[src/rtl/spgd_pkg.sv]
// -----------------------------------------------------------------------------
// spgd_pkg
// Shared definitions for the SPGD perturbation/update stage:
//   - spgd_state_t : FSM state encoding used by spgd_update
//   - DEF_*        : default widths and mid-scale control value
//   - SUM_W        : width of every internal signed sum
//   - sat_ctrl     : clamp of a signed sum to [0, 2^width - 1]
// -----------------------------------------------------------------------------
package spgd_pkg;

    typedef enum logic [2:0] {
        IDLE,
        APPLY_POS,
        MEAS_POS,
        APPLY_NEG,
        MEAS_NEG,
        UPDATE
    } spgd_state_t;

    localparam int DEF_CTRL_WIDTH   = 12;
    localparam int DEF_METRIC_WIDTH = 16;
    localparam int DEF_MID_SCALE    = 1 << (DEF_CTRL_WIDTH - 1);

    // Wide enough for CTRL_WIDTH + METRIC_WIDTH + 2 with generous headroom,
    // so u +/- DELTA and u +/- step can never wrap before clamping.
    localparam int SUM_W = 48;

    // Saturate a signed sum into the unsigned control range of 'width' bits.
    function automatic logic [SUM_W-1:0] sat_ctrl(input logic signed [SUM_W-1:0] v,
                                                  input int width);
        logic signed [SUM_W-1:0] maxv;
        maxv = {{(SUM_W-1){1'b0}}, 1'b1};
        maxv = (maxv << width) - {{(SUM_W-1){1'b0}}, 1'b1};
        if (v[SUM_W-1])
            sat_ctrl = '0;
        else if (v > maxv)
            sat_ctrl = maxv;
        else
            sat_ctrl = v;
    endfunction

endpackage

[src/rtl/spgd_channel.sv]
// -----------------------------------------------------------------------------
// spgd_channel
// One actuator channel: holds the control value u, the latched random sign s,
// and the registered output word (u, u+s*DELTA or u-s*DELTA, all clamped).
// Ports:
//   clk, rst      : clock, synchronous active-low reset
//   rand_bit      : random sign bit, latched when load_pos is high (1 = +1)
//   load_pos      : enter the positive half (IDLE accepting enable)
//   load_neg      : enter the negative half (J+ accepted)
//   commit        : UPDATE cycle, apply u <- clamp(u + s*step)
//   step          : shared signed gradient step
//   ctrl          : registered channel output
// -----------------------------------------------------------------------------
module spgd_channel
    import spgd_pkg::*;
#(
    parameter int CTRL_WIDTH   = DEF_CTRL_WIDTH,
    parameter int METRIC_WIDTH = DEF_METRIC_WIDTH,
    parameter int DELTA        = 8
) (
    input  logic                           clk,
    input  logic                           rst,
    input  logic                           rand_bit,
    input  logic                           load_pos,
    input  logic                           load_neg,
    input  logic                           commit,
    input  logic signed [METRIC_WIDTH:0]   step,
    output logic        [CTRL_WIDTH-1:0]   ctrl
);

    localparam logic [CTRL_WIDTH-1:0] MID = {1'b1, {(CTRL_WIDTH-1){1'b0}}};

    logic [CTRL_WIDTH-1:0]   u;
    logic                    s;
    logic signed [SUM_W-1:0] u_ext, d_ext, st_ext;
    logic [SUM_W-1:0]        sat_up, sat_dn, sat_upd;
    logic                    unused_hi;

    // Both perturbed candidates and the updated value are formed every cycle
    // in wide signed arithmetic and clamped before use.
    always_comb begin
        u_ext   = {{(SUM_W-CTRL_WIDTH){1'b0}}, u};
        d_ext   = SUM_W'(DELTA);
        st_ext  = {{(SUM_W-METRIC_WIDTH-1){step[METRIC_WIDTH]}}, step};
        sat_up  = sat_ctrl(u_ext + d_ext, CTRL_WIDTH);
        sat_dn  = sat_ctrl(u_ext - d_ext, CTRL_WIDTH);
        sat_upd = sat_ctrl(s ? (u_ext + st_ext) : (u_ext - st_ext), CTRL_WIDTH);
    end

    assign unused_hi = ^{sat_up[SUM_W-1:CTRL_WIDTH], sat_dn[SUM_W-1:CTRL_WIDTH],
                         sat_upd[SUM_W-1:CTRL_WIDTH]};

    // The incoming random bit is used directly on load_pos so the perturbed
    // value is visible in the very first APPLY_POS cycle.
    always_ff @(posedge clk) begin
        if (!rst) begin
            u    <= MID;
            s    <= 1'b0;
            ctrl <= MID;
        end else if (load_pos) begin
            s    <= rand_bit;
            ctrl <= rand_bit ? sat_up[CTRL_WIDTH-1:0] : sat_dn[CTRL_WIDTH-1:0];
        end else if (load_neg) begin
            ctrl <= s ? sat_dn[CTRL_WIDTH-1:0] : sat_up[CTRL_WIDTH-1:0];
        end else if (commit) begin
            u    <= sat_upd[CTRL_WIDTH-1:0];
            ctrl <= sat_upd[CTRL_WIDTH-1:0];
        end
    end

endmodule

[src/rtl/spgd_update.sv]
// -----------------------------------------------------------------------------
// spgd_update
// Two-sided SPGD perturbation and update stage. Each iteration latches one
// random sign per channel, applies u+s*DELTA then u-s*DELTA, requests a metric
// sample after each settle period, then updates u by s*((J+ - J-) >>> GAIN_SHIFT).
// Ports:
//   clk, rst      : clock, synchronous active-low reset
//   random        : one sign bit per channel (1 = +1, 0 = -1)
//   enable        : start/continue iterating (sampled only in IDLE)
//   metric        : unsigned cost metric, higher is better
//   metric_valid  : metric valid this cycle
//   meas_req      : high while waiting for a metric sample
//   ctrl_out      : channel i at [i*CTRL_WIDTH +: CTRL_WIDTH], registered
//   iter_count    : (SPGD_ITER_CNT_EN only) 16-bit wrapping count of updates
//   iter_done     : one-cycle pulse when an update is committed
// Optional feature macro: SPGD_ITER_CNT_EN
// -----------------------------------------------------------------------------
module spgd_update
    import spgd_pkg::*;
#(
    parameter int CHANNELS      = 4,
    parameter int CTRL_WIDTH    = DEF_CTRL_WIDTH,
    parameter int METRIC_WIDTH  = DEF_METRIC_WIDTH,
    parameter int DELTA         = 8,
    parameter int GAIN_SHIFT    = 6,
    parameter int SETTLE_CYCLES = 64
) (
    input  logic                           clk,
    input  logic                           rst,
    input  logic [CHANNELS-1:0]            random,
    input  logic                           enable,
    input  logic [METRIC_WIDTH-1:0]        metric,
    input  logic                           metric_valid,
    output logic                           meas_req,
    output logic [CHANNELS*CTRL_WIDTH-1:0] ctrl_out,
`ifdef SPGD_ITER_CNT_EN
    output logic [15:0]                    iter_count,
`endif
    output logic                           iter_done
);

    localparam int CNT_W = $clog2(SETTLE_CYCLES + 1);

    spgd_state_t               state;
    logic [CNT_W-1:0]          settle_cnt;
    logic [METRIC_WIDTH-1:0]   j_pos, j_neg;
    logic signed [METRIC_WIDTH:0] dj, step;
    logic                      load_pos, load_neg, commit;

    // Channel strobes are decoded from the current state so the channels load
    // on the same edge that the FSM changes phase.
    assign load_pos = (state == IDLE)     && enable;
    assign load_neg = (state == MEAS_POS) && metric_valid;
    assign commit   = (state == UPDATE);

    // Zero-extend both metrics by one bit so the difference is a correct
    // signed value; >>> then floors toward minus infinity.
    assign dj   = $signed({1'b0, j_pos}) - $signed({1'b0, j_neg});
    assign step = dj >>> GAIN_SHIFT;

    // Main FSM: settle counting, metric capture, registered meas_req/iter_done.
    always_ff @(posedge clk) begin
        if (!rst) begin
            state      <= IDLE;
            settle_cnt <= '0;
            j_pos      <= '0;
            j_neg      <= '0;
            meas_req   <= 1'b0;
            iter_done  <= 1'b0;
`ifdef SPGD_ITER_CNT_EN
            iter_count <= '0;
`endif
        end else begin
            iter_done <= 1'b0;
            case (state)
                IDLE: begin
                    if (enable) begin
                        settle_cnt <= '0;
                        state      <= APPLY_POS;
                    end
                end
                APPLY_POS: begin
                    if (settle_cnt == CNT_W'(SETTLE_CYCLES - 1)) begin
                        meas_req <= 1'b1;
                        state    <= MEAS_POS;
                    end else begin
                        settle_cnt <= settle_cnt + 1'b1;
                    end
                end
                MEAS_POS: begin
                    if (metric_valid) begin
                        j_pos      <= metric;
                        meas_req   <= 1'b0;
                        settle_cnt <= '0;
                        state      <= APPLY_NEG;
                    end
                end
                APPLY_NEG: begin
                    if (settle_cnt == CNT_W'(SETTLE_CYCLES - 1)) begin
                        meas_req <= 1'b1;
                        state    <= MEAS_NEG;
                    end else begin
                        settle_cnt <= settle_cnt + 1'b1;
                    end
                end
                MEAS_NEG: begin
                    if (metric_valid) begin
                        j_neg     <= metric;
                        meas_req  <= 1'b0;
                        iter_done <= 1'b1;
                        state     <= UPDATE;
                    end
                end
                UPDATE: begin
`ifdef SPGD_ITER_CNT_EN
                    iter_count <= iter_count + 16'd1;
`endif
                    state <= IDLE;
                end
                default: state <= IDLE;
            endcase
        end
    end

    for (genvar i = 0; i < CHANNELS; i++) begin : g_ch
        spgd_channel #(
            .CTRL_WIDTH  (CTRL_WIDTH),
            .METRIC_WIDTH(METRIC_WIDTH),
            .DELTA       (DELTA)
        ) u_ch (
            .clk     (clk),
            .rst     (rst),
            .rand_bit(random[i]),
            .load_pos(load_pos),
            .load_neg(load_neg),
            .commit  (commit),
            .step    (step),
            .ctrl    (ctrl_out[i*CTRL_WIDTH +: CTRL_WIDTH])
        );
    end

endmodule

[config.mk]
export PLATFORM = sky130hd
export DESIGN_NAME = spgd_update
export DESIGN_NICKNAME = d
export VERILOG_FILES = /design/src/rtl/spgd_pkg.sv /design/src/rtl/spgd_channel.sv /design/src/rtl/spgd_update.sv
export SDC_FILE = /design/constraint.sdc
export NUM_CORES = 1
export LEC_CHECK = 0
export ABC_CLOCK_PERIOD_IN_PS = 6000
export CAP_MARGIN = 20
export CELL_PAD_IN_SITES_DETAIL_PLACEMENT = 1
export CELL_PAD_IN_SITES_GLOBAL_PLACEMENT = 1
export CORE_MARGIN = 1.5
export CORE_UTILIZATION = 46
export CTS_BUF_LIST = sky130_fd_sc_hd__clkbuf_8
export CTS_CLUSTER_DIAMETER = 150
export DETAILED_ROUTE_END_ITERATION = 8
export PLACE_DENSITY = 0.91
export RECOVER_POWER = 25
export SYNTH_ARGS = -nofsm -noshare
export SYNTH_HDL_FRONTEND = slang
export SYNTH_SLANG_ARGS = --single-unit
[constraint.sdc]
create_clock -name clk -period 6 [get_ports clk]
set_clock_uncertainty 0.2 [all_clocks]
set_input_delay 1.2 -clock clk [delete_from_list [all_inputs] [get_ports clk]]
set_output_delay 1.2 -clock clk [all_outputs]
set_load 0.03 [all_outputs]
==> summary.txt <==
GRT
  – Via count of the first global-routing pass: 13000
  – GRT Util Overall: 32.4%
  – Maximum number of pins on one net before global-route repair: 52
  – Global-route wire length before repair: 68600 um
  – Congestion Overflow GR: 0
  – Antenna violations before repair: 0

Pwr
  – Power density over cell area: 154 nW/um^2
  – Static leakage: 5.50 nW
  – Total design power: 2.09 mW
  – Peak supply drop: 0.0000884 V

Floorplanning
  – Number of primary I/O pins: 74
  – Initial Utilization: 47.2%
  – Die X: 164 um
  – Placeable core region: 25300 um^2
  – Chip height: 164 um
  – Die outline area: 27000 um^2
  – Num rows: 58

Placed design
  – Final GP Congestion: 0.923
  – Placed instance count: 2019
  – Post-detailed-placement half-perimeter wirelength: 31400 um
  – Number of input and output port buffers inserted: 73

CTS
  – # clock sinks: 144
  – Worst-Skew Late Latency: 0.49 ns
  – CTS Root Cell: sky130_fd_sc_hd__clkbuf_8
  – Number of buffers on the longest clock path: 2
  – Hold bufs inserted after CTS: 0
  – H-tree Lvls: 4
  – Clock input transition at the sequential cells of the worst setup and hold paths: 0.08 ns
  – Number of CTS-inserted buffers: 17
  – CTS tree: built

STA
  – # setup viols final: 0
  – Time the final worst path needs with I/O delays and setup: 5.75 ns
  – Maximum achievable frequency: 174 MHz
  – Max-slew headroom at the worst pin: -1.50%
  – Max-slew violation count: 27
  – Count of endpoints failing hold in the final timing report: 0
  – Aggregate negative setup slack: 0 ns
  – Slew of the pin with the lowest slew margin: 1.52 ns
  – Final Cycle Share: 95.8%
  – Setup repair after global routing missed its margin: true

Run status
  – Outcome: complete, but fails checks
  – Violations in the final reports: max-capacitance violations, max-slew violations

Drt
  – Pre-Repair DR Iteration Count: 7
  – Total number of vias: 12900
  – DRT Wirelength: 43500 um
  – Remaining routing DRC violations: 0
  – Number of nets with antenna violations after detailed routing: 0
  – Final routed wire length divided by cell count: 21.2 um
  – Number of violations reported at the end of detailed-routing iteration 0: 1164
  – Average via count per standard cell: 6.26

Synth
  – Mean cell area of the mapped netlist: 7.16 um^2
  – Post-synth ARST share: 0%
  – Main synth FF type: sky130_fd_sc_hd__dfxtp_1
  – Synth Area in Adders: 9.66%
  – Combinational family with the most area after synthesis: compound AO/OA/AOI/OAI gates
  – Gate count of the mapped netlist: 1670
  – Compound-Gate Fraction of Synth Area: 27.8%
  – XOR/XNOR Fraction of Synth Area: 8.41%
  – Cell area after technology mapping: 12000 um^2
  – Synth Warn #: 0
  – Synth cell types: 79
  – Synthesized netlist net count: 1784
  – Area leader, netlist: sky130_fd_sc_hd__dfxtp_1
  – Post-Synth Simple-Gate Area: 24.1%
  – Number of flops mapped to enable cells by yosys: 0
  – Proportion of synthesized area in mux cells: 0.868%
  – Register bit total from synthesis: 144
  – Sequential share of the synthesized area: 24.1%
  – Synth top area cells: sky130_fd_sc_hd__dfxtp_1 (24%), sky130_fd_sc_hd__ha_1 (9.0%), sky130_fd_sc_hd__nand2_1 (6.8%), sky130_fd_sc_hd__a21oi_1 (6.5%), sky130_fd_sc_hd__o21ai_0 (6.5%)
  – Yosys top cell area share: 24.1%

Worst setup path
  – Critical path peak fanout: 13
  – Critical setup path kind: reg2reg
  – Kind of capture point of the worst setup path: flip-flop
  – Critical path data required time: 6.17 ns
  – Crit path arrival time: 5.92 ns
  – Length in cells of the worst reg-to-reg path: 22
  – Type of origin of the critical path: flip-flop

Finish
  – Number of cells in the finished layout apart from fillers: 2054
  – Final standard cell utilization of the core: 53.5%
  – Number of antenna diodes: 0
  – Most used cells in the layout excluding fill and tap cells: sky130_fd_sc_hd__nand2_1 (217), sky130_fd_sc_hd__nor2_1 (172), sky130_fd_sc_hd__o21ai_0 (154), sky130_fd_sc_hd__a21oi_1 (150), sky130_fd_sc_hd__dfxtp_1 (144)
  – Share of final-layout standard cells stronger than drive strength 1: 7.54%
  – Net count, final: 1826
  – Most common cell after layout, fill and taps aside: sky130_fd_sc_hd__nand2_1
  – Synth-to-layout area growth: 13.3%

Flow run
  – Maximum capacitance violations: 1

Worst hold path
  – Min-delay worst type: reg2reg
  – Hold path cells: 2
## area by class of cell
class / count / area, um^2
clock inverters: 12 / 97.6
inverters: 61 / 229
flip-flops and latches: 144 / 2880
fillers: 3246 / 11800
clock buffers: 19 / 262
multi-input cells: 1369 / 8600
repair buffers: 119 / 1070
well taps: 330 / 413
## path summary, 6_finish.rpt
kind | startpoint | slack (ns) | end
hold reg to reg | j_neg[14]$_SDFFE_PN0P_ | 0.26 | j_neg[14]$_SDFFE_PN0P_
hold / removal | j_neg[14]$_SDFFE_PN0P_ | 0.26 | j_neg[14]$_SDFFE_PN0P_
setup reg to reg | j_neg[7]$_SDFFE_PN0P_ | 0.25 | g_ch[0].u_ch.ctrl[7]$_SDFFE_PN0P_
setup / recovery | j_neg[7]$_SDFFE_PN0P_ | 0.25 | g_ch[0].u_ch.ctrl[7]$_SDFFE_PN0P_
## synthesized netlist by cell type (6+ instances only)
master	count
sky130_fd_sc_hd__nand2_1	217
sky130_fd_sc_hd__nor2_1	175
sky130_fd_sc_hd__a21oi_1	155
sky130_fd_sc_hd__o21ai_0	155
sky130_fd_sc_hd__dfxtp_1	144
sky130_fd_sc_hd__ha_1	86
sky130_fd_sc_hd__clkbuf_1	77
sky130_fd_sc_hd__xnor2_1	64
sky130_fd_sc_hd__inv_1	61
sky130_fd_sc_hd__xor2_1	49
sky130_fd_sc_hd__nand3_1	44
sky130_fd_sc_hd__nor3_1	42
sky130_fd_sc_hd__a31oi_1	34
sky130_fd_sc_hd__o211ai_1	24
sky130_fd_sc_hd__o21ai_1	21
sky130_fd_sc_hd__a21o_1	20
sky130_fd_sc_hd__nor2b_1	19
sky130_fd_sc_hd__nand2b_1	18
sky130_fd_sc_hd__o21a_1	17
sky130_fd_sc_hd__a211oi_1	15
sky130_fd_sc_hd__nand3b_1	15
sky130_fd_sc_hd__and3_1	14
sky130_fd_sc_hd__nand4_1	13
sky130_fd_sc_hd__nor4_1	13
sky130_fd_sc_hd__buf_2	10
sky130_fd_sc_hd__or3_1	10
sky130_fd_sc_hd__a221oi_1	9
sky130_fd_sc_hd__o21bai_1	9
sky130_fd_sc_hd__or2_2	9
sky130_fd_sc_hd__mux2i_1	7
sky130_fd_sc_hd__a22o_1	6
sky130_fd_sc_hd__a22oi_1	6
sky130_fd_sc_hd__o211a_1	6
sky130_fd_sc_hd__or4_1	6
## registers in the layout (all words and copies together), names as in the netlist
| signal | cells |
|---|---|
| state | 3 |
| iter_done | 1 |
| settle_cnt | 7 |
| j_pos | 16 |
| meas_req | 1 |
| g_ch.u_ch.s | 4 |
| j_neg | 16 |
| g_ch.u_ch.u | 48 |
| g_ch.u_ch.ctrl | 48 |
## worst max-delay path: stages (launching register included)
cell	delay [ns]
sky130_fd_sc_hd__dfxtp_1	0.34
sky130_fd_sc_hd__inv_1	0.05
sky130_fd_sc_hd__ha_1	0.39
sky130_fd_sc_hd__a21oi_1	0.25
sky130_fd_sc_hd__o21ai_1	0.21
sky130_fd_sc_hd__a21o_1	0.24
sky130_fd_sc_hd__or4_1	0.54
sky130_fd_sc_hd__a22o_1	0.42
sky130_fd_sc_hd__nor3_1	0.33
sky130_fd_sc_hd__buf_4	0.19
sky130_fd_sc_hd__nor2_1	0.05
sky130_fd_sc_hd__xnor2_1	0.21
sky130_fd_sc_hd__ha_1	0.31
sky130_fd_sc_hd__o21a_1	0.20
sky130_fd_sc_hd__nor2_1	0.23
sky130_fd_sc_hd__a31oi_1	0.14
sky130_fd_sc_hd__o211a_1	0.17
sky130_fd_sc_hd__o41a_1	0.11
sky130_fd_sc_hd__a211oi_2	0.18
sky130_fd_sc_hd__buf_4	0.23
sky130_fd_sc_hd__nor2_1	0.12
sky130_fd_sc_hd__nand3b_1	0.17
sky130_fd_sc_hd__a311oi_1	0.36
## layer usage
metal	wire length [um]	GRT usage, %	vias up
met3	2700	5.96	108
met4	1620	13.7	0
met1	18600	40.7	6250
li1	-	-	6047
met2	20600	54.0	453
met5	0	0	-
## per-stage QoR
step | area, um^2 | hold slack (ns) | setup slack, ns
floorplan | 12000 | 0.236 | 0.654
global placement | 13000 | 0.243 | 0.104
detailed placement | 13000 | 0.248 | 0.0485
CTS | 13400 | 0.261 | 0.0402
global route | 13500 | 0.275 | -0.0237
finish | 13500 | 0.259 | 0.255
## cell families (layout without fill, tap and decap cells)
family | count (synthesis) | after routing
buffers and inverters | 157 | 211
AO/OA/AOI/OAI | 535 | 535
flip-flops | 144 | 144
adder cells (fa/ha/maj) | 90 | 90
AND/OR/NAND/NOR | 620 | 620
XOR/XNOR | 114 | 114
multiplexers | 10 | 10
## report_power, final
group	internal, mW	switching [mW]
logic	0.113	0.204
registers	0.985	0.0234
clock network	0.342	0.421
## what timing repair did
action,4_1_cts,5_1_grt
pin swaps,0,3
buffers inserted,0,3
endpoints found under the setup margin,1,89
gates resized for setup,1,24
Power figures use the tool's default switching activity.
